### src/rtl/alu_wb_buffer.sv
// Write-back buffer between the ALU units and the register-file write port.
// Holds DEPTH results in order and serves operand-forwarding lookups from them.
module alu_wb_buffer #(
  parameter int DATA_WIDTH = 32,
  parameter int RD_WIDTH   = 5,
  parameter int DEPTH      = 2
) (
  input  logic                  clk,
  input  logic                  rst,
  input  logic                  flush,
  input  logic                  ex_vld,
  output logic                  ex_rdy,
  input  logic [1:0]            ex_op_sel,
  input  logic [RD_WIDTH-1:0]   ex_rd_addr,
  input  logic                  ex_rd_wen,
  input  logic [DATA_WIDTH-1:0] adder_data_out,
  input  logic [DATA_WIDTH-1:0] logic_data_out,
  input  logic                  logic_out_vld,
  input  logic [DATA_WIDTH-1:0] comp_data_out,
  input  logic [DATA_WIDTH-1:0] shifter_data_out,
  input  logic                  shifter_out_vld,
  output logic                  wb_vld,
  input  logic                  wb_rdy,
  output logic [RD_WIDTH-1:0]   wb_rd_addr,
  output logic                  wb_wen,
  output logic [DATA_WIDTH-1:0] wb_data,
  output logic                  wb_illegal,
  input  logic [RD_WIDTH-1:0]   fwd_rs1_addr,
  input  logic [RD_WIDTH-1:0]   fwd_rs2_addr,
  output logic                  fwd_rs1_hit,
  output logic [DATA_WIDTH-1:0] fwd_rs1_data,
  output logic                  fwd_rs2_hit,
  output logic [DATA_WIDTH-1:0] fwd_rs2_data
);

  localparam int PTR_W = $clog2(DEPTH);
  localparam int CNT_W = $clog2(DEPTH + 1);
  localparam logic [PTR_W-1:0] PTR_ONE  = PTR_W'(1);
  localparam logic [CNT_W-1:0] CNT_ONE  = CNT_W'(1);
  localparam logic [CNT_W-1:0] CNT_FULL = CNT_W'(DEPTH);

  function automatic logic [DATA_WIDTH-1:0] sel_result(
    input logic [1:0]            sel,
    input logic [DATA_WIDTH-1:0] add_r,
    input logic [DATA_WIDTH-1:0] log_r,
    input logic [DATA_WIDTH-1:0] cmp_r,
    input logic [DATA_WIDTH-1:0] shf_r
  );
    logic [DATA_WIDTH-1:0] res;
    case (sel)
      2'd0:    res = add_r;
      2'd1:    res = log_r;
      2'd2:    res = cmp_r;
      default: res = shf_r;
    endcase
    return res;
  endfunction

  function automatic logic op_illegal(
    input logic [1:0] sel,
    input logic       log_vld,
    input logic       shf_vld
  );
    return ((sel == 2'd1) && !log_vld) || ((sel == 2'd3) && !shf_vld);
  endfunction

  logic [PTR_W-1:0]      r_wr_ptr;
  logic [PTR_W-1:0]      r_rd_ptr;
  logic [CNT_W-1:0]      r_count;

  logic [DATA_WIDTH-1:0] r_data_p1 [DEPTH];
  logic [RD_WIDTH-1:0]   r_rd_p1   [DEPTH];
  logic                  r_wen_p1  [DEPTH];
  logic                  r_ill_p1  [DEPTH];

  logic                  w_nonempty;
  logic                  w_push;
  logic                  w_pop;
  logic                  w_illegal;
  logic                  w_push_wen;
  logic [DATA_WIDTH-1:0] w_push_data;

  assign w_nonempty  = (r_count != '0);
  assign ex_rdy      = (r_count != CNT_FULL);
  assign w_push      = ex_vld && ex_rdy;
  assign w_pop       = w_nonempty && wb_rdy;

  // Illegal results are stored as zero and never write the register file.
  assign w_illegal   = op_illegal(ex_op_sel, logic_out_vld, shifter_out_vld);
  assign w_push_data = w_illegal ? '0 : sel_result(ex_op_sel, adder_data_out, logic_data_out,
                                                   comp_data_out, shifter_data_out);
  assign w_push_wen  = ex_rd_wen && !w_illegal && (ex_rd_addr != '0);

  // Stage p1: entry storage, written only on an accepted push
  always_ff @(posedge clk) begin
    if (w_push && !flush) begin
      r_data_p1[r_wr_ptr] <= w_push_data;
      r_rd_p1[r_wr_ptr]   <= ex_rd_addr;
      r_wen_p1[r_wr_ptr]  <= w_push_wen;
      r_ill_p1[r_wr_ptr]  <= w_illegal;
    end
  end

  always_ff @(posedge clk) begin
    if (rst || flush) begin
      r_wr_ptr <= '0;
      r_rd_ptr <= '0;
      r_count  <= '0;
    end else begin
      if (w_push) r_wr_ptr <= r_wr_ptr + PTR_ONE;
      if (w_pop)  r_rd_ptr <= r_rd_ptr + PTR_ONE;
      case ({w_push, w_pop})
        2'b10:   r_count <= r_count + CNT_ONE;
        2'b01:   r_count <= r_count - CNT_ONE;
        default: r_count <= r_count;
      endcase
    end
  end

  // Head presentation; stale storage is masked while the buffer is empty.
  assign wb_vld     = w_nonempty;
  assign wb_rd_addr = w_nonempty ? r_rd_p1[r_rd_ptr]   : '0;
  assign wb_wen     = w_nonempty ? r_wen_p1[r_rd_ptr]  : 1'b0;
  assign wb_data    = w_nonempty ? r_data_p1[r_rd_ptr] : '0;
  assign wb_illegal = w_nonempty ? r_ill_p1[r_rd_ptr]  : 1'b0;

  // Walk oldest to youngest so the last match (youngest) overrides earlier ones.
  always_comb begin : fwd_lookup
    logic [PTR_W-1:0] idx;
    idx          = r_rd_ptr;
    fwd_rs1_hit  = 1'b0;
    fwd_rs1_data = '0;
    fwd_rs2_hit  = 1'b0;
    fwd_rs2_data = '0;
    for (int k = 0; k < DEPTH; k++) begin
      idx = r_rd_ptr + PTR_W'(k);
      if ((CNT_W'(k) < r_count) && r_wen_p1[idx]) begin
        if ((fwd_rs1_addr != '0) && (r_rd_p1[idx] == fwd_rs1_addr)) begin
          fwd_rs1_hit  = 1'b1;
          fwd_rs1_data = r_data_p1[idx];
        end
        if ((fwd_rs2_addr != '0) && (r_rd_p1[idx] == fwd_rs2_addr)) begin
          fwd_rs2_hit  = 1'b1;
          fwd_rs2_data = r_data_p1[idx];
        end
      end
    end
  end

endmodule

### config.mk
export PLATFORM = sky130hd
export DESIGN_NAME = alu_wb_buffer
export DESIGN_NICKNAME = d
export VERILOG_FILES = /design/src/rtl/alu_wb_buffer.sv
export SDC_FILE = /design/constraint.sdc
export NUM_CORES = 1
export LEC_CHECK = 0
export BUFFER_PORTS_ARGS = -buffer_cell sky130_fd_sc_hd__buf_2
export CAP_MARGIN = 40
export CELL_PAD_IN_SITES_DETAIL_PLACEMENT = 0
export CELL_PAD_IN_SITES_GLOBAL_PLACEMENT = 1
export CORE_MARGIN = 2
export CORE_UTILIZATION = 40
export DETAILED_ROUTE_END_ITERATION = 10
export PLACE_DENSITY_LB_ADDON = 0.3
export SLEW_MARGIN = 20
export SYNTH_ARGS = -nofsm -noshare
export SYNTH_HDL_FRONTEND = slang
export SYNTH_SLANG_ARGS = --single-unit
### constraint.sdc
create_clock -name clk -period 11.79 [get_ports clk]
set_input_delay 0.5895 -clock clk [delete_from_list [all_inputs] [get_ports clk]]
set_output_delay 0.5895 -clock clk [all_outputs]
set_load 0.005 [all_outputs]
==> summary.md <==
| Metric | Value |
|---|---|
| Run status | finished clean |
| Largest net degree at the start of global routing | 40 |
| I/O Pins | 260 |
| GR Util met3 | 3.685% |
| Synth-to-Final Area Change | 29.90% |
| Flops & latches, synth | 83 |
| Clock Sinks | 83 |
| Synth top area cells | edfxtp_1 (38%), mux2i_1 (17%), mux4_2 (12%) |
| Crit-path max FO | 24 |
| Ant diodes | 0 |
| Tmin final | 4081 ps |
| Die area | 16290 µm² |
| Total wire length | 17.45 mm |
| Pleak | 3.667 nW |
| Die height | about 130 µm |
| Clock root buffer | clkbuf_16 |
| Async SR Flop Fraction | 0% |
| Post-cts sizing count | 0 |
| Final Hold Viols | 0 |
| Fin. max-slew vios | 0 |
| Post-synth cell types | 33 |
| Overall Power | 0.8240 mW |
| Wire length per cell | 18.68 µm |
| Met1 usage | 25.97% |
| Vias | 4995 |
| CTS Hold Bufs | 0 |
| Startpoint Class | flop |
| Post-synth top cells | mux2i_1 (105), edfxtp_1 (78), nand3_1 (64) |
| Post-Syn Nets | 656 |
| Peak VDD IR | between 0.00005 and 0.00006 V |
| RSZ-0062 raised after global routing | false |
| Critical path type | reg2out |
| Vias per cell | around 5.3 |
| Yosys top cell area share | 38.31% |
| Final period utilization | 34.61% |
| Sequential cell area | 2445 µm² |
| Antenna-violating nets left | 0 |
| Worst slew pin tran | 854.9 ps |
| Rel. slew slack | 43.00% |
| Port bufs | roughly 260 |
| Worst clock skew | slightly above 10 ps |
| CTS tree | built |
| Post-synth top area cell | edfxtp_1 |
| Fill count | 1380 |
| PwrDens | 103.7 nW/µm² |
| First-pass GRT wire length | 26.44 mm |
| First-pass DRT Iterations | 4 |
| Post-placement cell count | 917 |
| Yosys warnings | 0 |
| Gr usage total | approximately a fifth |
| Post-Synthesis Cells | 499 |
| Worst-case clock buffer depth | 2 |
| Most common flop cell mapped by yosys | edfxtp_1 |
| Critical Path RT | 11200 ps |
| Part of the Yosys area used for sequential elements | around two fifths |
| Max-cap violations | 0 |
| Die width | 127.6 µm |
| Critical path arrival | 3490 ps |
| Fin Hold WS | approximately 460 ps |
| Syn_area_per_cell | 12.25 µm² |
| DRC viols | 0 |
| Fin Setup TNS | 0 ps |
| Final #Nets | 898 |
| Row count | 45 |
| Post-CTS Setup Inserts | 0 |
| Non-filler cells in the finished layout | between 900 and 1000 |
| CTS HTree Levels | 3 |
| Starting density of the core | 40.52% |
| Achievable clock frequency | 0.2450 GHz |
| Crit end category | output pin |
| Hold Crit Class | in2reg |
| GR Overflow Total | 0 |
| Skew-Pair Late Insertion Delay | 330 ps |
| Worst-path clk slew | 70 ps |
| Share of layout cells above drive strength 1 | roughly 49% |
| GRT Max-Usage Layer | met2 |
| Mapped Area | 6115 µm² |
| HPWL after detailed placement | about 13 mm |
| Vias in the first global route | 4978 |
| EDFF count, synth | 78 |
| Total CTS buffers | 9 |
| Core box area | 15090 µm² |
| Initial DRC Count | 190 |
| Area of the multi-input gates | about 3500 µm² |
| Setup violation total in the final timing report | 0 |
| Initial antenna violation count | 0 |
| Most numerous cell in the Yosys netlist | mux2i_1 |
| RePlAce Congestion | 0.8488 |
| Final core occ | 52.64% |
| Met2 Use GR | 37.62% |
## registers in the layout, indices dropped and copies added (netlist names), named ones only
signal,cells
r_rd_p1,10
r_ill_p1,2
r_data_p1,64
r_rd_ptr,1
r_wr_ptr,1
r_wen_p1,2
r_count,2
## where the power goes
part           switching [mW]  internal (mW)  leakage (nW)
sequential            0.00632          0.341         0.764
combinational          0.0851         0.0810          2.74
clock                   0.105          0.205         0.164
total                   0.197          0.627          3.67
## cell families after synthesis
logic type      after synthesis  synth area share (%)
mux                         174                 36.10
simple gates                162                 14.96
flops                        83                 39.94
buf+inv                      46                 3.458
xor+xnor                     24                 3.438
compound gates                6                 1.289
fa+ha+maj                     4                0.8185
## layer usage
metal / up-vias / share of wire [%]
met4: 0 / 2.0
met1: 2386 / 41
met3: 22 / 6.2
met2: 215 / 51
met5: - / 0
li1: 2372 / -
## per-stage QoR
stage                     worst slack, ps  cell area [µm²]
after CTS                            7629             7935
after global placement               7801             7547
after floorplan                      7616             6115
after detailed placement             8022             7602
final                                7709             7943
after global routing                 7423             7943
## worst max-delay path, cell delays in order, from the launching register on
cell       delay (ps)
dfxtp_2           650
buf_12            260
mux2i_1           400
xnor2_1           160
a2111oi_4         810
buf_4             390
nand3_1           100
mux2i_1           200
buf_2             160
## area by class of cell
type	count	share of cell area (%)
multi-input cells	370	43.87
flip-flops and latches	83	30.78
repair buffers	272	17.96
well taps	188	2.962
clock buffers	10	2.883
clock inverters	6	1.308
inverters	5	0.2363
## worst paths after layout
| path | start | to | slack, ps | cells after the start |
|---|---|---|---|---|
| setup / recovery | flop | fwd_rs1_data[13] | 7710 | 8 |
| hold / removal | ex_rd_addr[2] | r_rd_p1[0][2] | 460 | 1 |
| setup reg to reg | r_count[0] | r_data_p1[1][15] | 9810 | 6 |
| hold reg to reg | r_count[1] | r_count[1] | 590 | 2 |
## placed cells by master, fill, tap and decap left out, types with 6 or more instances in the layout
cell type and n:
and2_1 32, mux2i_1 105, nor2b_1 33, nor2_1 10
mux2_2 33, edfxtp_1 78, nor3_1 6, nand3_1 64
xnor2_1 19, buf_4 10, buf_2 259, mux4_2 32
nand2_1 6, clkbuf_16 9
Power figures use the tool's default switching activity.
